$ cat src/rtl/riscv_defines.sv
// Shared constants for the writeback tag-check block: exception cause codes,
// policy mask bit positions, violation counter width and FSM state encoding.
package riscv_defines;

   localparam logic [2:0] TAG_EXC_NONE    = 3'd0;
   localparam logic [2:0] TAG_EXC_JUMP    = 3'd1;
   localparam logic [2:0] TAG_EXC_ST_ADDR = 3'd2;
   localparam logic [2:0] TAG_EXC_ST_DATA = 3'd3;
   localparam logic [2:0] TAG_EXC_RF      = 3'd4;

   localparam int unsigned MASK_JUMP    = 0;
   localparam int unsigned MASK_ST_ADDR = 1;
   localparam int unsigned MASK_ST_DATA = 2;
   localparam int unsigned MASK_RF      = 3;

   localparam int unsigned VIOL_CNT_W = 16;

   typedef enum logic {
      TAG_IDLE = 1'b0,
      TAG_REQ  = 1'b1
   } tag_state_e;

endpackage

$ cat src/rtl/riscv_tag_check_wb_if.sv
// EX/controller side signals of the writeback tag checker, grouped as one bus.
interface riscv_tag_check_wb_if;
   import riscv_defines::*;

   logic                  ex_valid_i;
   logic                  rf_wdata_tag_i;
   logic                  rf_we_tag_i;
   logic                  jump_target_tag_i;
   logic                  pc_enable_tag_i;
   logic                  store_data_tag_i;
   logic                  store_we_tag_i;
   logic                  rs1_tag_i;
   logic                  is_jump_i;
   logic                  is_store_i;
   logic [4:0]            rf_waddr_i;
   logic [3:0]            check_mask_i;
   logic                  exc_ack_i;
   logic                  cnt_clear_i;
   logic                  rf_tag_we_o;
   logic [4:0]            rf_tag_waddr_o;
   logic                  rf_tag_wdata_o;
   logic                  exc_req_o;
   logic [2:0]            exc_cause_o;
   logic                  stall_o;
   logic [VIOL_CNT_W-1:0] viol_cnt_o;

   modport master (
      output ex_valid_i, rf_wdata_tag_i, rf_we_tag_i, jump_target_tag_i, pc_enable_tag_i,
             store_data_tag_i, store_we_tag_i, rs1_tag_i, is_jump_i, is_store_i,
             rf_waddr_i, check_mask_i, exc_ack_i, cnt_clear_i,
      input  rf_tag_we_o, rf_tag_waddr_o, rf_tag_wdata_o, exc_req_o, exc_cause_o,
             stall_o, viol_cnt_o
   );

   modport slave (
      input  ex_valid_i, rf_wdata_tag_i, rf_we_tag_i, jump_target_tag_i, pc_enable_tag_i,
             store_data_tag_i, store_we_tag_i, rs1_tag_i, is_jump_i, is_store_i,
             rf_waddr_i, check_mask_i, exc_ack_i, cnt_clear_i,
      output rf_tag_we_o, rf_tag_waddr_o, rf_tag_wdata_o, exc_req_o, exc_cause_o,
             stall_o, viol_cnt_o
   );

endinterface

$ cat src/rtl/riscv_tag_policy_check.sv
// Combinational tag policy: per-rule violation flags and the fixed-priority cause.
module riscv_tag_policy_check
   import riscv_defines::*;
(
   input  logic       ex_valid,
   input  logic       rf_wdata_tag,
   input  logic       rf_we_tag,
   input  logic       jump_target_tag,
   input  logic       pc_enable_tag,
   input  logic       store_data_tag,
   input  logic       store_we_tag,
   input  logic       rs1_tag,
   input  logic       is_jump,
   input  logic       is_store,
   input  logic [3:0] check_mask,
   output logic [3:0] viol,
   output logic [2:0] cause
);

   always_comb begin
      viol = 4'b0000;
      if (ex_valid) begin
         viol[MASK_JUMP]    = is_jump & pc_enable_tag & jump_target_tag & check_mask[MASK_JUMP];
         viol[MASK_ST_ADDR] = is_store & store_we_tag & rs1_tag & check_mask[MASK_ST_ADDR];
         viol[MASK_ST_DATA] = is_store & store_we_tag & store_data_tag & check_mask[MASK_ST_DATA];
         viol[MASK_RF]      = rf_we_tag & rf_wdata_tag & check_mask[MASK_RF];
      end
   end

   always_comb begin
      cause = TAG_EXC_NONE;
      if (viol[MASK_JUMP])         cause = TAG_EXC_JUMP;
      else if (viol[MASK_ST_ADDR]) cause = TAG_EXC_ST_ADDR;
      else if (viol[MASK_ST_DATA]) cause = TAG_EXC_ST_DATA;
      else if (viol[MASK_RF])      cause = TAG_EXC_RF;
   end

endmodule

$ cat src/rtl/riscv_tag_check_wb.sv
// Writeback tag checker: raises a held security exception on a tag policy
// violation, counts violations, and forwards clean tag writes to the tag regfile.
//
// state    | meaning
// TAG_IDLE | accepting retiring instructions, tag writes flow through
// TAG_REQ  | exception requested, pipeline stalled until controller acks
module riscv_tag_check_wb
   import riscv_defines::*;
(
   input  logic                clk,
   input  logic                rst_n,
   riscv_tag_check_wb_if.slave bus
);

   localparam logic [VIOL_CNT_W-1:0] CNT_MAX = {VIOL_CNT_W{1'b1}};

   tag_state_e            state_q, state_d;
   logic [3:0]            viol;
   logic [2:0]            cause, cause_q;
   logic [VIOL_CNT_W-1:0] viol_cnt_q;
   logic                  tag_we_q, tag_wdata_q;
   logic [4:0]            tag_waddr_q;
   logic                  capture, any_viol, enter_req;

   riscv_tag_policy_check u_policy (
      .ex_valid        (bus.ex_valid_i),
      .rf_wdata_tag    (bus.rf_wdata_tag_i),
      .rf_we_tag       (bus.rf_we_tag_i),
      .jump_target_tag (bus.jump_target_tag_i),
      .pc_enable_tag   (bus.pc_enable_tag_i),
      .store_data_tag  (bus.store_data_tag_i),
      .store_we_tag    (bus.store_we_tag_i),
      .rs1_tag         (bus.rs1_tag_i),
      .is_jump         (bus.is_jump_i),
      .is_store        (bus.is_store_i),
      .check_mask      (bus.check_mask_i),
      .viol            (viol),
      .cause           (cause)
   );

   // Retiring instructions are only looked at while IDLE; in REQ the pipe is stalled.
   assign capture  = (state_q == TAG_IDLE) && bus.ex_valid_i;
   assign any_viol = |viol;

   always_comb begin
      state_d   = state_q;
      enter_req = 1'b0;
      case (state_q)
         TAG_IDLE: begin
            if (capture && any_viol) begin
               state_d   = TAG_REQ;
               enter_req = 1'b1;
            end
         end
         TAG_REQ: begin
            if (bus.exc_ack_i) state_d = TAG_IDLE;
         end
         default: state_d = TAG_IDLE;
      endcase
   end

   always_ff @(posedge clk or negedge rst_n) begin
      if (!rst_n) begin
         state_q <= TAG_IDLE;
         cause_q <= TAG_EXC_NONE;
      end else begin
         state_q <= state_d;
         if (enter_req) cause_q <= cause;
      end
   end

   always_ff @(posedge clk or negedge rst_n) begin
      if (!rst_n) begin
         viol_cnt_q <= '0;
      end else if (bus.cnt_clear_i) begin
         viol_cnt_q <= '0;
      end else if (enter_req && (viol_cnt_q != CNT_MAX)) begin
         viol_cnt_q <= viol_cnt_q + 1'b1;
      end
   end

   // x0 is hardwired, so its tag is never written.
   always_ff @(posedge clk or negedge rst_n) begin
      if (!rst_n) begin
         tag_we_q    <= 1'b0;
         tag_waddr_q <= 5'd0;
         tag_wdata_q <= 1'b0;
      end else begin
         tag_we_q <= capture && !any_viol && bus.rf_we_tag_i && (bus.rf_waddr_i != 5'd0);
         if (capture && !any_viol) begin
            tag_waddr_q <= bus.rf_waddr_i;
            tag_wdata_q <= bus.rf_wdata_tag_i;
         end
      end
   end

   assign bus.exc_req_o      = (state_q == TAG_REQ);
   assign bus.stall_o        = (state_q == TAG_REQ);
   assign bus.exc_cause_o    = (state_q == TAG_REQ) ? cause_q : TAG_EXC_NONE;
   assign bus.viol_cnt_o     = viol_cnt_q;
   assign bus.rf_tag_we_o    = tag_we_q;
   assign bus.rf_tag_waddr_o = tag_waddr_q;
   assign bus.rf_tag_wdata_o = tag_wdata_q;

endmodule

$ cat src/flat_wrapper.sv
// flat-port wrapper written by rule: the top's interface ports become plain ports
module riscv_tag_check_wb_flat import riscv_defines::*;
  (clk, rst_n, bus_ex_valid_i, bus_rf_wdata_tag_i, bus_rf_we_tag_i, bus_jump_target_tag_i, bus_pc_enable_tag_i, bus_store_data_tag_i, bus_store_we_tag_i, bus_rs1_tag_i, bus_is_jump_i, bus_is_store_i, bus_rf_waddr_i, bus_check_mask_i, bus_exc_ack_i, bus_cnt_clear_i, bus_rf_tag_we_o, bus_rf_tag_waddr_o, bus_rf_tag_wdata_o, bus_exc_req_o, bus_exc_cause_o, bus_stall_o, bus_viol_cnt_o);
  riscv_tag_check_wb_if bus_i ();
  input  logic clk;
  input  logic rst_n;
  input wire logic [$bits(bus_i.ex_valid_i)-1:0] bus_ex_valid_i;
  input wire logic [$bits(bus_i.rf_wdata_tag_i)-1:0] bus_rf_wdata_tag_i;
  input wire logic [$bits(bus_i.rf_we_tag_i)-1:0] bus_rf_we_tag_i;
  input wire logic [$bits(bus_i.jump_target_tag_i)-1:0] bus_jump_target_tag_i;
  input wire logic [$bits(bus_i.pc_enable_tag_i)-1:0] bus_pc_enable_tag_i;
  input wire logic [$bits(bus_i.store_data_tag_i)-1:0] bus_store_data_tag_i;
  input wire logic [$bits(bus_i.store_we_tag_i)-1:0] bus_store_we_tag_i;
  input wire logic [$bits(bus_i.rs1_tag_i)-1:0] bus_rs1_tag_i;
  input wire logic [$bits(bus_i.is_jump_i)-1:0] bus_is_jump_i;
  input wire logic [$bits(bus_i.is_store_i)-1:0] bus_is_store_i;
  input wire logic [$bits(bus_i.rf_waddr_i)-1:0] bus_rf_waddr_i;
  input wire logic [$bits(bus_i.check_mask_i)-1:0] bus_check_mask_i;
  input wire logic [$bits(bus_i.exc_ack_i)-1:0] bus_exc_ack_i;
  input wire logic [$bits(bus_i.cnt_clear_i)-1:0] bus_cnt_clear_i;
  output wire logic [$bits(bus_i.rf_tag_we_o)-1:0] bus_rf_tag_we_o;
  output wire logic [$bits(bus_i.rf_tag_waddr_o)-1:0] bus_rf_tag_waddr_o;
  output wire logic [$bits(bus_i.rf_tag_wdata_o)-1:0] bus_rf_tag_wdata_o;
  output wire logic [$bits(bus_i.exc_req_o)-1:0] bus_exc_req_o;
  output wire logic [$bits(bus_i.exc_cause_o)-1:0] bus_exc_cause_o;
  output wire logic [$bits(bus_i.stall_o)-1:0] bus_stall_o;
  output wire logic [$bits(bus_i.viol_cnt_o)-1:0] bus_viol_cnt_o;
  assign bus_i.ex_valid_i = bus_ex_valid_i;
  assign bus_i.rf_wdata_tag_i = bus_rf_wdata_tag_i;
  assign bus_i.rf_we_tag_i = bus_rf_we_tag_i;
  assign bus_i.jump_target_tag_i = bus_jump_target_tag_i;
  assign bus_i.pc_enable_tag_i = bus_pc_enable_tag_i;
  assign bus_i.store_data_tag_i = bus_store_data_tag_i;
  assign bus_i.store_we_tag_i = bus_store_we_tag_i;
  assign bus_i.rs1_tag_i = bus_rs1_tag_i;
  assign bus_i.is_jump_i = bus_is_jump_i;
  assign bus_i.is_store_i = bus_is_store_i;
  assign bus_i.rf_waddr_i = bus_rf_waddr_i;
  assign bus_i.check_mask_i = bus_check_mask_i;
  assign bus_i.exc_ack_i = bus_exc_ack_i;
  assign bus_i.cnt_clear_i = bus_cnt_clear_i;
  assign bus_rf_tag_we_o = bus_i.rf_tag_we_o;
  assign bus_rf_tag_waddr_o = bus_i.rf_tag_waddr_o;
  assign bus_rf_tag_wdata_o = bus_i.rf_tag_wdata_o;
  assign bus_exc_req_o = bus_i.exc_req_o;
  assign bus_exc_cause_o = bus_i.exc_cause_o;
  assign bus_stall_o = bus_i.stall_o;
  assign bus_viol_cnt_o = bus_i.viol_cnt_o;
  riscv_tag_check_wb u_core (.clk(clk), .rst_n(rst_n), .bus(bus_i));
endmodule
$ cat config.mk
export PLATFORM = sky130hd
export DESIGN_NAME = riscv_tag_check_wb_flat
export DESIGN_NICKNAME = d
export VERILOG_FILES = /design/src/rtl/riscv_defines.sv /design/src/rtl/riscv_tag_check_wb_if.sv /design/src/rtl/riscv_tag_policy_check.sv /design/src/rtl/riscv_tag_check_wb.sv /design/src/flat_wrapper.sv
export SDC_FILE = /design/constraint.sdc
export NUM_CORES = 1
export LEC_CHECK = 0
export CORE_AREA = 4 4 67 69
export DETAILED_ROUTE_END_ITERATION = 6
export DIE_AREA = 0 0 71 73
export MAX_ROUTING_LAYER = met4
export PLACE_DENSITY = 0.78
export SYNTH_ARGS = -nofsm -noshare
export SYNTH_HDL_FRONTEND = slang
export SYNTH_HIERARCHICAL = 1
export SYNTH_SLANG_ARGS = --single-unit
$ cat constraint.sdc
create_clock -name clk -period 2.2 [get_ports clk]
set_clock_uncertainty 0.05 [all_clocks]
set_input_delay 0.44 -clock clk [delete_from_list [all_inputs] [get_ports clk]]
set_output_delay 0.44 -clock clk [all_outputs]
set_load 0.05 [all_outputs]
==> impl_metrics.toml <==
[run_status]
status = "completed"

[route]
routed-wl-met2_um = 2210
ant_nets = 0
drt_iter0_drc = 121
drcViolationCount = 0
drt_pass1_iterations = 4
vias_per_cell = 5.49
vias = 1554
drt-met1-wl_um = 1800
routed.top_layer = "met4"
routed-wl-met3_um = 229
wl_um = 4270
drt-wirelength-per-cell_um = 15.1

[yosys]
synth_area_leaders = "dfrtp_1 45%, mux2_2 6.7%, nand2_1 5.5%"
synthCells = 155
seq_area_frac_synth_pct = 44.9
yosysTopAreaCellShare_pct = 44.9
yosys.cell_types.count = 41
avgSynthCellArea_um2 = 9.71
netlist_area_um2 = 1510
syn_nets = 179
ys_warn_count = 6
ys_ff_latch = 27
synth.largest_area_cell = "dfrtp_1"

[pwr]
p_leak_uw = 0.00108
p_per_area_nw_per_um2 = 461
ir_drop_v = 0.000264

[final_layout]
final_cells = 283
nets = 258
finalInstanceArea_um2 = 2420
most-common-layout-cells = "34 x clkdlybuf4s50_1, 29 x buf_4, 23 x dfrtp_1"
n_antenna_cell = 0
utilization_pct = 61.8
layout.cells.most_common = "clkdlybuf4s50_1"
syn_to_final_growth_pct = 60.6
drive_gt1_share_pct = 33.9

[sta]
hold_viol = 0
relSlewSlack_pct = 56.9
worst_pin_slew_ps = 642
rsz0062_at_grt = "false"
finalSetupViolations = 0
setup_slack_ps = 45.5
setup-tns-final_ps = 0
finalCriticalPeriod_ps = 2150
max_freq_ghz = 0.464
post-route-period-util_pct = 97.9
drv_slew = 0

[floorplanning]
num_rows = 23
dieWidth_um = 71
die_h_um = 73
core_area_um2 = 3910
die_area_um2 = 5180
initial_core_util_pct = 38.5
top_level_ports = 51

[place]
dpl.hpwl_um = 3070
placed_cells = 272
preCtsSetupSlack_ps = -596
place_area_um2 = 2210
io_buffers = 50
routabilityCongestion = 0.782

[worst_setup_path]
cp_slowest_cell = "or4_4"
max_stage_delay_ps = 580
crit_path_frequent_cell = "or4_4"
cp_cell_sequence = "dlygate4sd2_1, and2_4, and2b_2, nor4_4, or4_4, or4_4, a21oi_2"
worstPathMaxFanout = 6
crit_required_ps = 2350
arrival_ps = 2300
end_kind = "flip-flop"
path_class = "in2reg"
startpoint_type = "primary input"

[worst_hold_path]
hold_path_class = "in2reg"

[grt]
grt_pass1_wl_um = 7030
grt_pass1_vias = 1605
track_usage_pct = 16.8
grt_start_max_net_pins = 28
grt-ovfl-total = 0
antenna_found_initial = 0

[clocking]
cts.sinks = 27
hold_buffers = 0
cts_buffers = 3
clock_latency_ps = 260
htree_levels = 1
cts.path.max_buffers = 2
cts-root-buf = "clkbuf_8"
cts_tree = "done"
clk_pin_slew_ps = 90

[job]
maxCapViolCount = 0
[flip-flops by register name (all words and copies together), names as in the netlist]
register	cells
u_core/cause_q	3
u_core/bus.rf_tag_wdata_o	1
u_core/bus.exc_req_o	1
u_core/bus.viol_cnt_o	16
u_core/bus.rf_tag_waddr_o	5
u_core/bus.rf_tag_we_o	1
[layer usage]
layer  vias to the layer above  global-route usage (%)
met3                         4                    3.03
met4                         0                    3.97
met2                        42                    28.3
met5                         -                       -
met1                       761                    21.1
li1                        747                       -
[power by group]
part           internal, uW  switching [uW]
clock                   129             141
combinational           132             173
sequential              524            15.4
total                   785             329
[final timing paths]
path | from | end | slack, ps | cells past startpoint
setup / recovery | bus_rs1_tag_i | u_core/bus.viol_cnt_o[13] | 50 | 7
max in group asynchronous | rst_n | u_core/bus.exc_req_o | 1320 | 2
setup reg to reg | u_core/bus.viol_cnt_o[0] | u_core/bus.viol_cnt_o[12] | 170 | 5
hold / removal | bus_rf_wdata_tag_i | u_core/bus.rf_tag_wdata_o | 410 | 2
min in group asynchronous | rst_n | u_core/bus.viol_cnt_o[10] | 490 | 2
hold reg to reg | u_core/cause_q[2] | u_core/cause_q[2] | 430 | 2
[timing repair]
item	4_1_cts	5_1_grt
gates resized for setup	19	29
pin swaps	12	11
setup buffers	5	3
endpoints found under the setup margin	22	8
[area by class of cell]
| cell class | count | area (um2) |
|---|---|---|
| tap | 50 | 62.6 |
| sequential | 27 | 681 |
| clock buffer | 4 | 45.0 |
| inverter | 3 | 11.3 |
| multi-input combinational | 121 | 903 |
| timing repair buffer | 78 | 714 |
| fill | 339 | 1500 |
[through the flow]
stage	hold slack (ps)	power [uW]
2_1_floorplan	94.4	703
3_3_place_gp	401	840
3_5_place_dp	403	846
4_1_cts	431	1130
5_1_grt	414	1180
6_report	408	1110
[critical path, delay by kind of cell]
family | cells | cell delay (ps)
compound gates | 1 | 150
buf+inv | 1 | 210
simple gates | 5 | 1510
[cells by family (layout without fill, tap and decap cells)]
group           Yosys count  in the layout  share of synthesized area (%)
flops                    27             27                           44.9
compound gates           31             31                           14.1
buf+inv                   7             85                           2.08
fa+ha+maj                 1              1                          0.831
mux                      10             10                           7.40
simple gates             79             79                           30.7
[cell usage after synthesis]
master / n
nor2b_1: 6
or2_2: 2
o32ai_2: 1
buf_2: 1
nor3_1: 4
nor4_2: 1
a22oi_1: 1
o21ai_0: 4
nand2_1: 22
and2_0: 1
a211oi_1: 2
nand3_2: 1
nor2_1: 5
o2111a_1: 1
nand4_1: 3
a21oi_1: 11
o31ai_1: 6
o41ai_1: 1
and3_1: 4
nand3_1: 6
dfrtp_1: 27
buf_4: 1
nor4b_2: 1
o311ai_0: 1
nor4_1: 2
o211a_1: 1
inv_1: 3
nand2b_1: 1
a32oi_1: 1
ha_1: 1
or4_1: 10
mux2_2: 9
or3_1: 2
clkbuf_1: 2
and2_1: 4
and2b_2: 1
and4_2: 1
and4b_1: 1
a31oi_1: 1
nand4_2: 1
mux2i_1: 1
Power figures use the tool's default switching activity.
